## src/rtl/dip_debouncer_pkg.sv

```systemverilog
// Shared types and defaults for the DIP-switch debouncer.
// The optional per-bit change pulse is enabled with DIP_DEBOUNCE_EDGE_EN.
package dip_pkg;

  localparam int DIP_WIDTH           = 4;
  localparam int DIP_DEBOUNCE_CYCLES = 24000;

  typedef enum logic {
    DB_IDLE  = 1'b0,
    DB_COUNT = 1'b1
  } db_state_t;

endpackage

```

## src/rtl/dip_debouncer_if.sv

```systemverilog
// Switch-bank interface: raw levels in, debounced levels and status out.
// The changed vector exists only when DIP_DEBOUNCE_EDGE_EN is defined.
interface dip_debouncer_if
  import dip_pkg::*;
#(
  parameter int WIDTH = DIP_WIDTH
);

  logic [WIDTH-1:0] sw_raw;
  logic [WIDTH-1:0] data;
  logic             settled;
`ifdef DIP_DEBOUNCE_EDGE_EN
  logic [WIDTH-1:0] changed;
`endif

  modport master (
    output sw_raw,
    input  data,
`ifdef DIP_DEBOUNCE_EDGE_EN
    input  changed,
`endif
    input  settled
  );

  modport slave (
    input  sw_raw,
    output data,
`ifdef DIP_DEBOUNCE_EDGE_EN
    output changed,
`endif
    output settled
  );

endinterface

```

## src/rtl/dip_debouncer_debounce_bit.sv

```systemverilog
// One switch bit: 2-flop synchroniser, then a stability counter FSM.
// With DIP_DEBOUNCE_EDGE_EN a one-cycle changed pulse accompanies each update.
module debounce_bit
  import dip_pkg::*;
#(
  parameter int DEBOUNCE_CYCLES = DIP_DEBOUNCE_CYCLES
) (
  input  logic clk,
  input  logic nreset,
  input  logic sw_raw,
  output logic data,
`ifdef DIP_DEBOUNCE_EDGE_EN
  output logic changed,
`endif
  output logic idle
);

  localparam int              CNT_W    = $clog2(DEBOUNCE_CYCLES + 1);
  localparam logic [CNT_W-1:0] CNT_ONE  = CNT_W'(1);
  localparam logic [CNT_W-1:0] CNT_LAST = CNT_W'(DEBOUNCE_CYCLES - 1);

  logic             s1_q, s1_d;
  logic             s2_q, s2_d;
  logic             data_q, data_d;
  logic [CNT_W-1:0] cnt_q, cnt_d;
  db_state_t        state_q, state_d;
  logic             take;

  // NOTE: every signal written here gets a default first, so no path can infer a latch.
  always_comb begin
    s1_d    = sw_raw;
    s2_d    = s1_q;
    state_d = state_q;
    cnt_d   = cnt_q;
    take    = 1'b0;

    case (state_q)
      DB_IDLE: begin
        cnt_d = '0;
        if (s2_q != data_q) begin
          if (DEBOUNCE_CYCLES == 1) begin
            take = 1'b1;
          end else begin
            state_d = DB_COUNT;
            cnt_d   = CNT_ONE;
          end
        end
      end
      DB_COUNT: begin
        if (s2_q == data_q) begin
          // Level went back before the window closed: glitch, drop it.
          state_d = DB_IDLE;
          cnt_d   = '0;
        end else if (cnt_q == CNT_LAST) begin
          take    = 1'b1;
          state_d = DB_IDLE;
          cnt_d   = '0;
        end else begin
          cnt_d = cnt_q + CNT_ONE;
        end
      end
    endcase

    data_d = take ? s2_q : data_q;
  end

  // NOTE: state is updated with <= so every flop samples the pre-edge values; reset is synchronous.
  always_ff @(posedge clk) begin
    if (!nreset) begin
      s1_q    <= 1'b0;
      s2_q    <= 1'b0;
      data_q  <= 1'b0;
      cnt_q   <= '0;
      state_q <= DB_IDLE;
    end else begin
      s1_q    <= s1_d;
      s2_q    <= s2_d;
      data_q  <= data_d;
      cnt_q   <= cnt_d;
      state_q <= state_d;
    end
  end

`ifdef DIP_DEBOUNCE_EDGE_EN
  logic changed_q, changed_d;

  always_comb begin
    changed_d = take;
  end

  always_ff @(posedge clk) begin
    if (!nreset) begin
      changed_q <= 1'b0;
    end else begin
      changed_q <= changed_d;
    end
  end

  assign changed = changed_q;
`endif

  assign data = data_q;
  assign idle = (state_q == DB_IDLE);

endmodule

```

## src/rtl/dip_debouncer.sv

```systemverilog
// Debounces a WIDTH-bit DIP-switch bank, one independent debounce_bit per switch.
// Define DIP_DEBOUNCE_EDGE_EN to add the per-bit changed pulse output.
module dip_debouncer
  import dip_pkg::*;
#(
  parameter int WIDTH           = DIP_WIDTH,
  parameter int DEBOUNCE_CYCLES = DIP_DEBOUNCE_CYCLES
) (
  input logic             clk,
  input logic             nreset,
  dip_debouncer_if.slave  bus
);

  logic [WIDTH-1:0] data_w;
  logic [WIDTH-1:0] idle_w;
`ifdef DIP_DEBOUNCE_EDGE_EN
  logic [WIDTH-1:0] changed_w;
`endif

  for (genvar i = 0; i < WIDTH; i++) begin : g_bit
    debounce_bit #(
      .DEBOUNCE_CYCLES(DEBOUNCE_CYCLES)
    ) u_bit (
      .clk    (clk),
      .nreset (nreset),
      .sw_raw (bus.sw_raw[i]),
      .data   (data_w[i]),
`ifdef DIP_DEBOUNCE_EDGE_EN
      .changed(changed_w[i]),
`endif
      .idle   (idle_w[i])
    );
  end

  assign bus.data    = data_w;
  assign bus.settled = &idle_w;
`ifdef DIP_DEBOUNCE_EDGE_EN
  assign bus.changed = changed_w;
`endif

endmodule
```

## src/flat_wrapper.sv

```systemverilog
// flat-port wrapper written by rule: the top's interface ports become plain ports
module dip_debouncer_flat import dip_pkg::*;
#(
  parameter int WIDTH           = DIP_WIDTH,
  parameter int DEBOUNCE_CYCLES = DIP_DEBOUNCE_CYCLES
)
  (clk, nreset, bus_sw_raw, bus_data, bus_settled);
  dip_debouncer_if #(.WIDTH(WIDTH)) bus_i ();
  input logic clk;
  input logic nreset;
  input wire logic [$bits(bus_i.sw_raw)-1:0] bus_sw_raw;
  output wire logic [$bits(bus_i.data)-1:0] bus_data;
  output wire logic [$bits(bus_i.settled)-1:0] bus_settled;
  assign bus_i.sw_raw = bus_sw_raw;
  assign bus_data = bus_i.data;
  assign bus_settled = bus_i.settled;
  dip_debouncer #(.WIDTH(WIDTH), .DEBOUNCE_CYCLES(DEBOUNCE_CYCLES)) u_core (.clk(clk), .nreset(nreset), .bus(bus_i));
endmodule
```

## config.mk

```make
export PLATFORM = sky130hd
export DESIGN_NAME = dip_debouncer_flat
export DESIGN_NICKNAME = d
export VERILOG_FILES = /design/src/rtl/dip_debouncer_pkg.sv /design/src/rtl/dip_debouncer_if.sv /design/src/rtl/dip_debouncer_debounce_bit.sv /design/src/rtl/dip_debouncer.sv /design/src/flat_wrapper.sv
export SDC_FILE = /design/constraint.sdc
export NUM_CORES = 1
export LEC_CHECK = 0
export BUFFER_PORTS_ARGS = -buffer_cell sky130_fd_sc_hd__buf_4
export CELL_PAD_IN_SITES_DETAIL_PLACEMENT = 1
export CELL_PAD_IN_SITES_GLOBAL_PLACEMENT = 2
export CORE_MARGIN = 4
export CORE_UTILIZATION = 42
export DETAILED_ROUTE_END_ITERATION = 12
export PLACE_DENSITY_LB_ADDON = 0.1
export SLEW_MARGIN = 20
export SYNTH_ARGS = -nofsm -noshare
export SYNTH_HDL_FRONTEND = slang
export SYNTH_HIERARCHICAL = 1
export SYNTH_SLANG_ARGS = --single-unit
export TNS_END_PERCENT = 30
```

## constraint.sdc

```tcl
create_clock -name clk -period 4.6 [get_ports clk]
set_input_delay 0.92 -clock clk [delete_from_list [all_inputs] [get_ports clk]]
set_output_delay 0.92 -clock clk [all_outputs]
set_load 0.005 [all_outputs]
```

==> results of run 1 <==
==> through the flow <==
stage               instance area, um2  setup slack, ns  total power (uW)  cells
global route                      3617            2.416              1300    473
floorplan                         3307            2.920             686.9    357
finish                            3617            2.527              1240    473
global placement                  3400            2.604             694.3    457
detailed placement                3400            2.550             695.1    457
CTS                               3617            2.485              1264    473
==> flip-flops by register name, indices dropped and copies added (netlist names) <==
register / count
u_core/g_bit.u_bit/data: 4
u_core/g_bit.u_bit/s1_q: 4
u_core/g_bit.u_bit/s2_q: 4
u_core/g_bit.u_bit/cnt_q: 60
u_core/g_bit.u_bit/state_q: 4
==> final cells by class <==
cell class	count	area, um2
timing repair buffer	10	75.07
tap	102	127.6
clock inverter	4	72.57
clock buffer	12	145.1
fill	929	4070
inverter	16	60.06
sequential	76	1521
multi-input combinational	253	1615
==> how the worst max path moves through the flow <==
stage	cells after the start	start	end
floorplan	5	nreset	u_core/g_bit[0].u_bit/cnt_q[3]
global placement	4	nreset	u_core/g_bit[3].u_bit/cnt_q[8]
detailed placement	4	nreset	u_core/g_bit[2].u_bit/cnt_q[10]
CTS	3	u_core/g_bit[2].u_bit/state_q	bus_settled
global route	3	u_core/g_bit[2].u_bit/state_q	bus_settled
finish	3	u_core/g_bit[2].u_bit/state_q	bus_settled
==> power groups by stage <==
| stage | sequential, uW | combinational (uW) | clock (uW) |
|---|---|---|---|
| after floorplan | 680 | 6.92 | 0 |
| after global placement | 681 | 13.6 | 0 |
| after detailed placement | 681 | 14.1 | 0 |
| after CTS | 666 | 14.1 | 584 |
| after global routing | 666 | 16.0 | 617 |
| final | 665 | 13.8 | 560 |
==> per-layer routing <==
metal  global-route usage [%]  wire, um  vias up
met5                        0         0        -
met2                    22.29      2700       23
met1                    20.01      3276     1120
met3                    4.110       163       10
met4                    6.479       125        0
li1                         -         -     1225
==> cells by family after synthesis <==
kind of cell	share of synthesized area [%]
xor+xnor	14.83
simple gates	29.78
fa+ha+maj	1.513
buf+inv	5.146
compound gates	2.724
flops	46.01
==> cell usage in the layout, fill, tap and decap left out, types with 5 or more instances in the layout <==
cell type   n
buf_4      10
nand3_1    20
inv_1      16
nor2_1     68
dfxtp_1    76
nand2_1    16
and2_1     12
xor2_1     28
clkbuf_8   10
nor4_1      8
nand4_1    20
xnor2_1    28
and4_1      5
==> run_results.csv, run 1 <==
group,metric,value,unit
critical_path,reg2regPathDepth,5,
cts,clockRootBuffer,"clkbuf_8",
critical_path,crit_path_start_kind,"flop",
die,die_area,9358,um2
flow_run,max_cap_violations,0,
synth,ys_seq_elements,76,
critical_path,crit_type,"flop to primary output",
final_layout,area_growth,9.383,%
final_layout,layout-drive-gt1-share,11.86,%
drt,drtAntennaViolNets,0,
synth,synth_fp_nets,367,
sta,finalHoldWorstSlack,0.4388,ns
placement,globalplace.congestion,0.7126,
die,die_w,96.74,um
synth,synthTopCellsByArea,"dfxtp_1, nor2_1, xnor2_1",
synth,synthesis.area,3307,um2
global_route,track_usage,14.88,%
cts,clk_path_buf_depth,2,
critical_path,reg2reg_setup_slack,2.59,ns
pwr,p_int,990.0,uW
die,pin_count,11,
synth,yosys_warnings,6,
cts,htreeDepth,3,
sta,fin_setup_tns,0,ns
global_route,grt_max_degree,17,
cts,cts_buffers,9,
cts,cts.sinks,76,
die,initial_core_util,43.02,%
min_path,min_to,"u_core/g_bit[1].u_bit/s2_q",
pwr,clkPwrFrac,45.2,%
drt,vias_per_cell,5.027,
global_route,grt_pass1_vias,2445,
cts,cts_resized,0,
synth,yosysSeqAreaShare,46.01,%
placement,dp_hpwl,4399,um
global_route,antenna_found_initial,0,
synth,synth-edff-count,0,
critical_path,arrival,1.15,ns
critical_path,r2r-start,"u_core/g_bit[2].u_bit/cnt_q[0]",
min_path,min_path_type,"flop to flop",
pwr,net-switching-power,249.7,uW
drt,drc,0,
die,die_y,96.74,um
critical_path,r2r-end,"u_core/g_bit[2].u_bit/cnt_q[2]",
synth,netlist_instances,357,
sta,fmax,0.4825,GHz
final_layout,fin_util,47.05,%
critical_path,cp_slowest_stage_delay,0.38,ns
final_layout,final_nets,376,
synth,synth_most_common_cell,"dfxtp_1",
cts,path_clk_slew,0.07,ns
pwr,p_comb_share,1.1,%
sta,maxSlewHeadroom,66.07,%
drt,wl_per_cell,13.25,um
synth,async_reset_ff_share,0,%
synth,ys_types,25,
sta,rsz0062_at_grt,"no",
drt,vias,2378,
sta,finalSetupViolCount,0,
sta,worst_slew_pin_slew,0.5090,ns
status,status,"finished, final reports clean",
final_layout,antenna_cells,0,
pwr,seqPwrFrac,53.7,%
die,core,7687,um2
cts,cts_tree,"built",
sta,fin_crit_sh,45.05,%
placement,portBuffers,10,
die,rows,32,
sta,min_period,2.073,ns
critical_path,cp_slowest_cell,"dfxtp_1",
pwr,switching_share,20.14,%
synth,synth_largest_area_cell,"dfxtp_1",
global_route,grt.overflow.total,0,
cts,post_cts_buffers,0,
synth,syn_avg_cell_area,9.263,um2
cts,clock_latency,0.34,ns
sta,skew,0.006867,ns
global_route,grt_pass1_wl,11470,um
synth,synth_largest_type_area_fraction,46.01,%
critical_path,path_cells,"inv_1 -> and4_1 -> buf_4",
critical_path,cp_num_buf_inv,2,
sta,slew_viol_final,0,
critical_path,worstPathRequired,3.68,ns
synth,ys_top_cells_by_count,"dfxtp_1, nor2_1, xnor2_1, xor2_1",
drt,first_pass_iters,4,
pwr,power_leakage,0.001132,uW
critical_path,cp_max_fo,5,
drt,wl,6266,um
cts,ctsHoldBuffers,0,
pwr,ir_drop,180.0,uV
drt,drt_iter0_markers,45,
critical_path,endpoint_kind,"primary output",
min_path,min_path_cells,1,
sta,final_hold_viol_count,0,
min_path,hp-start,"u_core/g_bit[1].u_bit/s1_q",
critical_path,crit_family,"flip-flops",
pwr,power_density,342.7,nW/um2
synth,synth_flop_cell,"dfxtp_1",
Power figures use the tool's default switching activity.
==> run 2, diff against run 1 <==
--- a/config.mk
+++ b/config.mk
@@ -9,7 +9,7 @@
 export CELL_PAD_IN_SITES_DETAIL_PLACEMENT = 1
 export CELL_PAD_IN_SITES_GLOBAL_PLACEMENT = 2
 export CORE_MARGIN = 4
-export CORE_UTILIZATION = 42
+export CORE_UTILIZATION = 35
 export DETAILED_ROUTE_END_ITERATION = 12
 export PLACE_DENSITY_LB_ADDON = 0.1
 export SLEW_MARGIN = 20
==> constraint.sdc (replaced) <==
create_clock -name clk -period 1.8 [get_ports clk]
set_input_delay 0.36 -clock clk [delete_from_list [all_inputs] [get_ports clk]]
set_output_delay 0.36 -clock clk [all_outputs]
set_load 0.005 [all_outputs]
==> run 2 against run 1 <==
Cell area grew 10%. Setup slack lost 2.5 ns. Critical path depth grew 2. Sequential share of layout area shrank 3.9 points. Final cell count grew 12%. Routed wire length grew 13%. Via count grew 4.5%. Critical path type is now flop to flop.
==> run_results.csv, run 2 (synthesis gave the netlist of run 1 again) <==
group,metric,value,unit
pwr,ir_drop,317.5,uV
global_route,grt_pass1_vias,2595,
sta,min_period,1.753,ns
sta,final.setup.worst_slack,0.04657,ns
final_layout,antenna_cells,0,
final_layout,mostFrequentLayoutCell,"dfxtp_1",
placement,dp_hpwl,4952,um
global_route,grt_pass1_wl,12240,um
sta,fin_crit_sh,97.41,%
sta,fmax,0.5703,GHz
die,initial_core_util,35.79,%
die,pin_count,11,
global_route,grt.overflow.total,0,
flow_run,max_cap_violations,0,
pwr,power_density,839.2,nW/um2
cts,post_cts_buffers,0,
cts,path_clk_slew,0.07,ns
pwr,clkPwrFrac,48.2,%
cts,cts_buffers,9,
pwr,net-switching-power,643.5,uW
final_layout,final_nets,404,
sta,fin_setup_tns,0,ns
sta,rsz0062_at_grt,"yes",
drt,wl,7085,um
die,rows,35,
final_layout,most-common-layout-cells,"dfxtp_1, nor2_1, buf_4, xor2_1, xnor2_1",
critical_path,crit_family,"simple AND/OR/NAND/NOR gates",
pwr,switching_share,19.19,%
drt,drtAntennaViolNets,0,
sta,skew,0.01236,ns
die,die_y,105.2,um
pwr,p_int,2710,uW
final_layout,area_growth,20.85,%
sta,slew_viol_final,0,
global_route,grt_max_degree,17,
final_layout,largest_register_ffs,60,
placement,globalplace.congestion,0.7498,
drt,drt_iter0_markers,52,
critical_path,crit_path_start_kind,"flop",
cts,clock_latency,0.34,ns
critical_path,crit_type,"flop to flop",
cts,cts_tree,"built",
cts,cts.sinks,76,
drt,first_pass_iters,4,
sta,worst_slew_pin_slew,0.3675,ns
die,core,9240,um2
critical_path,arrival,1.98,ns
placement,place_worst_setup_slack,0.03790,ns
critical_path,cp_max_fo,4,
sta,finalSetupViolCount,0,
min_path,min_path_type,"input pin to flop",
status,status,"finished, final reports clean",
drt,vias,2485,
pwr,p_comb_share,1.1,%
final_layout,largest_register,"u_core/g_bit.u_bit/cnt_q",
critical_path,cp_num_buf_inv,0,
critical_path,worstPathRequired,2.03,ns
die,die_area,11070,um2
die,die_w,105.2,um
pwr,power_leakage,0.001355,uW
sta,maxSlewHeadroom,75.28,%
critical_path,path_cells,"ha_2 -> nand4_1 -> or4b_2 -> xor2_1 -> nor2_1",
global_route,track_usage,13.62,%
drt,vias_per_cell,4.706,
sta,final_hold_viol_count,0,
critical_path,cp_slowest_cell,"or4b_2",
drt,drc,0,
cts,clockRootBuffer,"clkbuf_8",
placement,portBuffers,10,
final_layout,fillers,1083,
drt,wl_per_cell,13.42,um
cts,htreeDepth,3,
critical_path,endpoint_kind,"flop",
final_layout,layout-drive-gt1-share,20.30,%
cts,clk_path_buf_depth,2,
global_route,antenna_found_initial,0,
pwr,seqPwrFrac,50.7,%
critical_path,cp_slowest_stage_delay,0.67,ns
-- run 2: stage by stage --
stage | instance area, um2 | instances | hold slack (ns) | power, uW | util (%)
after CTS | 3944 | 528 | 0.2144 | 3409 | 42.68
after global routing | 3996 | 528 | 0.2303 | 3492 | 43.25
after detailed placement | 3694 | 512 | 0.4233 | 1778 | 39.97
final | 3996 | 528 | 0.2338 | 3354 | 43.25
after global placement | 3694 | 512 | 0.4144 | 1777 | 39.97
after floorplan | 3307 | 357 | 0.4118 | 1756 | -
-- run 2: layout make-up --
type	count	area, um2	share of cell area (%)
multi-input combinational	253	1663	41.61
tap	129	161.4	4.039
sequential	76	1526	38.20
clock inverter	4	95.09	2.379
clock buffer	12	155.1	3.882
timing repair buffer	38	335.3	8.391
inverter	16	60.06	1.503
-- run 2: final timing paths --
| path | start | to | slack [ns] | cells past startpoint |
|---|---|---|---|---|
| max | u_core/g_bit[0].u_bit/cnt_q[0] | u_core/g_bit[0].u_bit/cnt_q[14] | 0.05 | 5 |
| min | bus_sw_raw[1] | u_core/g_bit[1].u_bit/s1_q | 0.23 | 2 |
| min reg2reg | u_core/g_bit[0].u_bit/s1_q | u_core/g_bit[0].u_bit/s2_q | 0.44 | 1 |
| max reg2reg | u_core/g_bit[0].u_bit/cnt_q[0] | u_core/g_bit[0].u_bit/cnt_q[14] | 0.05 | 5 |
-- run 2: layer usage --
layer / up-vias / routed length (um) / GRT usage, %
met5: - / 0 / 0
met4: 0 / 95 / 6.092
met3: 6 / 168 / 3.027
met2: 14 / 3272 / 21.40
met1: 1182 / 3548 / 17.81
li1: 1283 / - / -
-- run 2: power groups by stage --
stage	combinational [uW]	clock (uW)	sequential (uW)
6_report	37.0	1620	1700
3_3_place_gp	37.0	0	1740
5_1_grt	43.3	1750	1700
3_5_place_dp	37.7	0	1740
4_1_cts	37.9	1670	1700
2_1_floorplan	17.7	0	1740
-- run 2: what timing repair did --
item                                    in CTS  in global routing
hold buffers                                 0                  0
gates resized for setup                      0                 13
hold endpoints to repair                     0                  0
endpoints found under the setup margin       0                 46
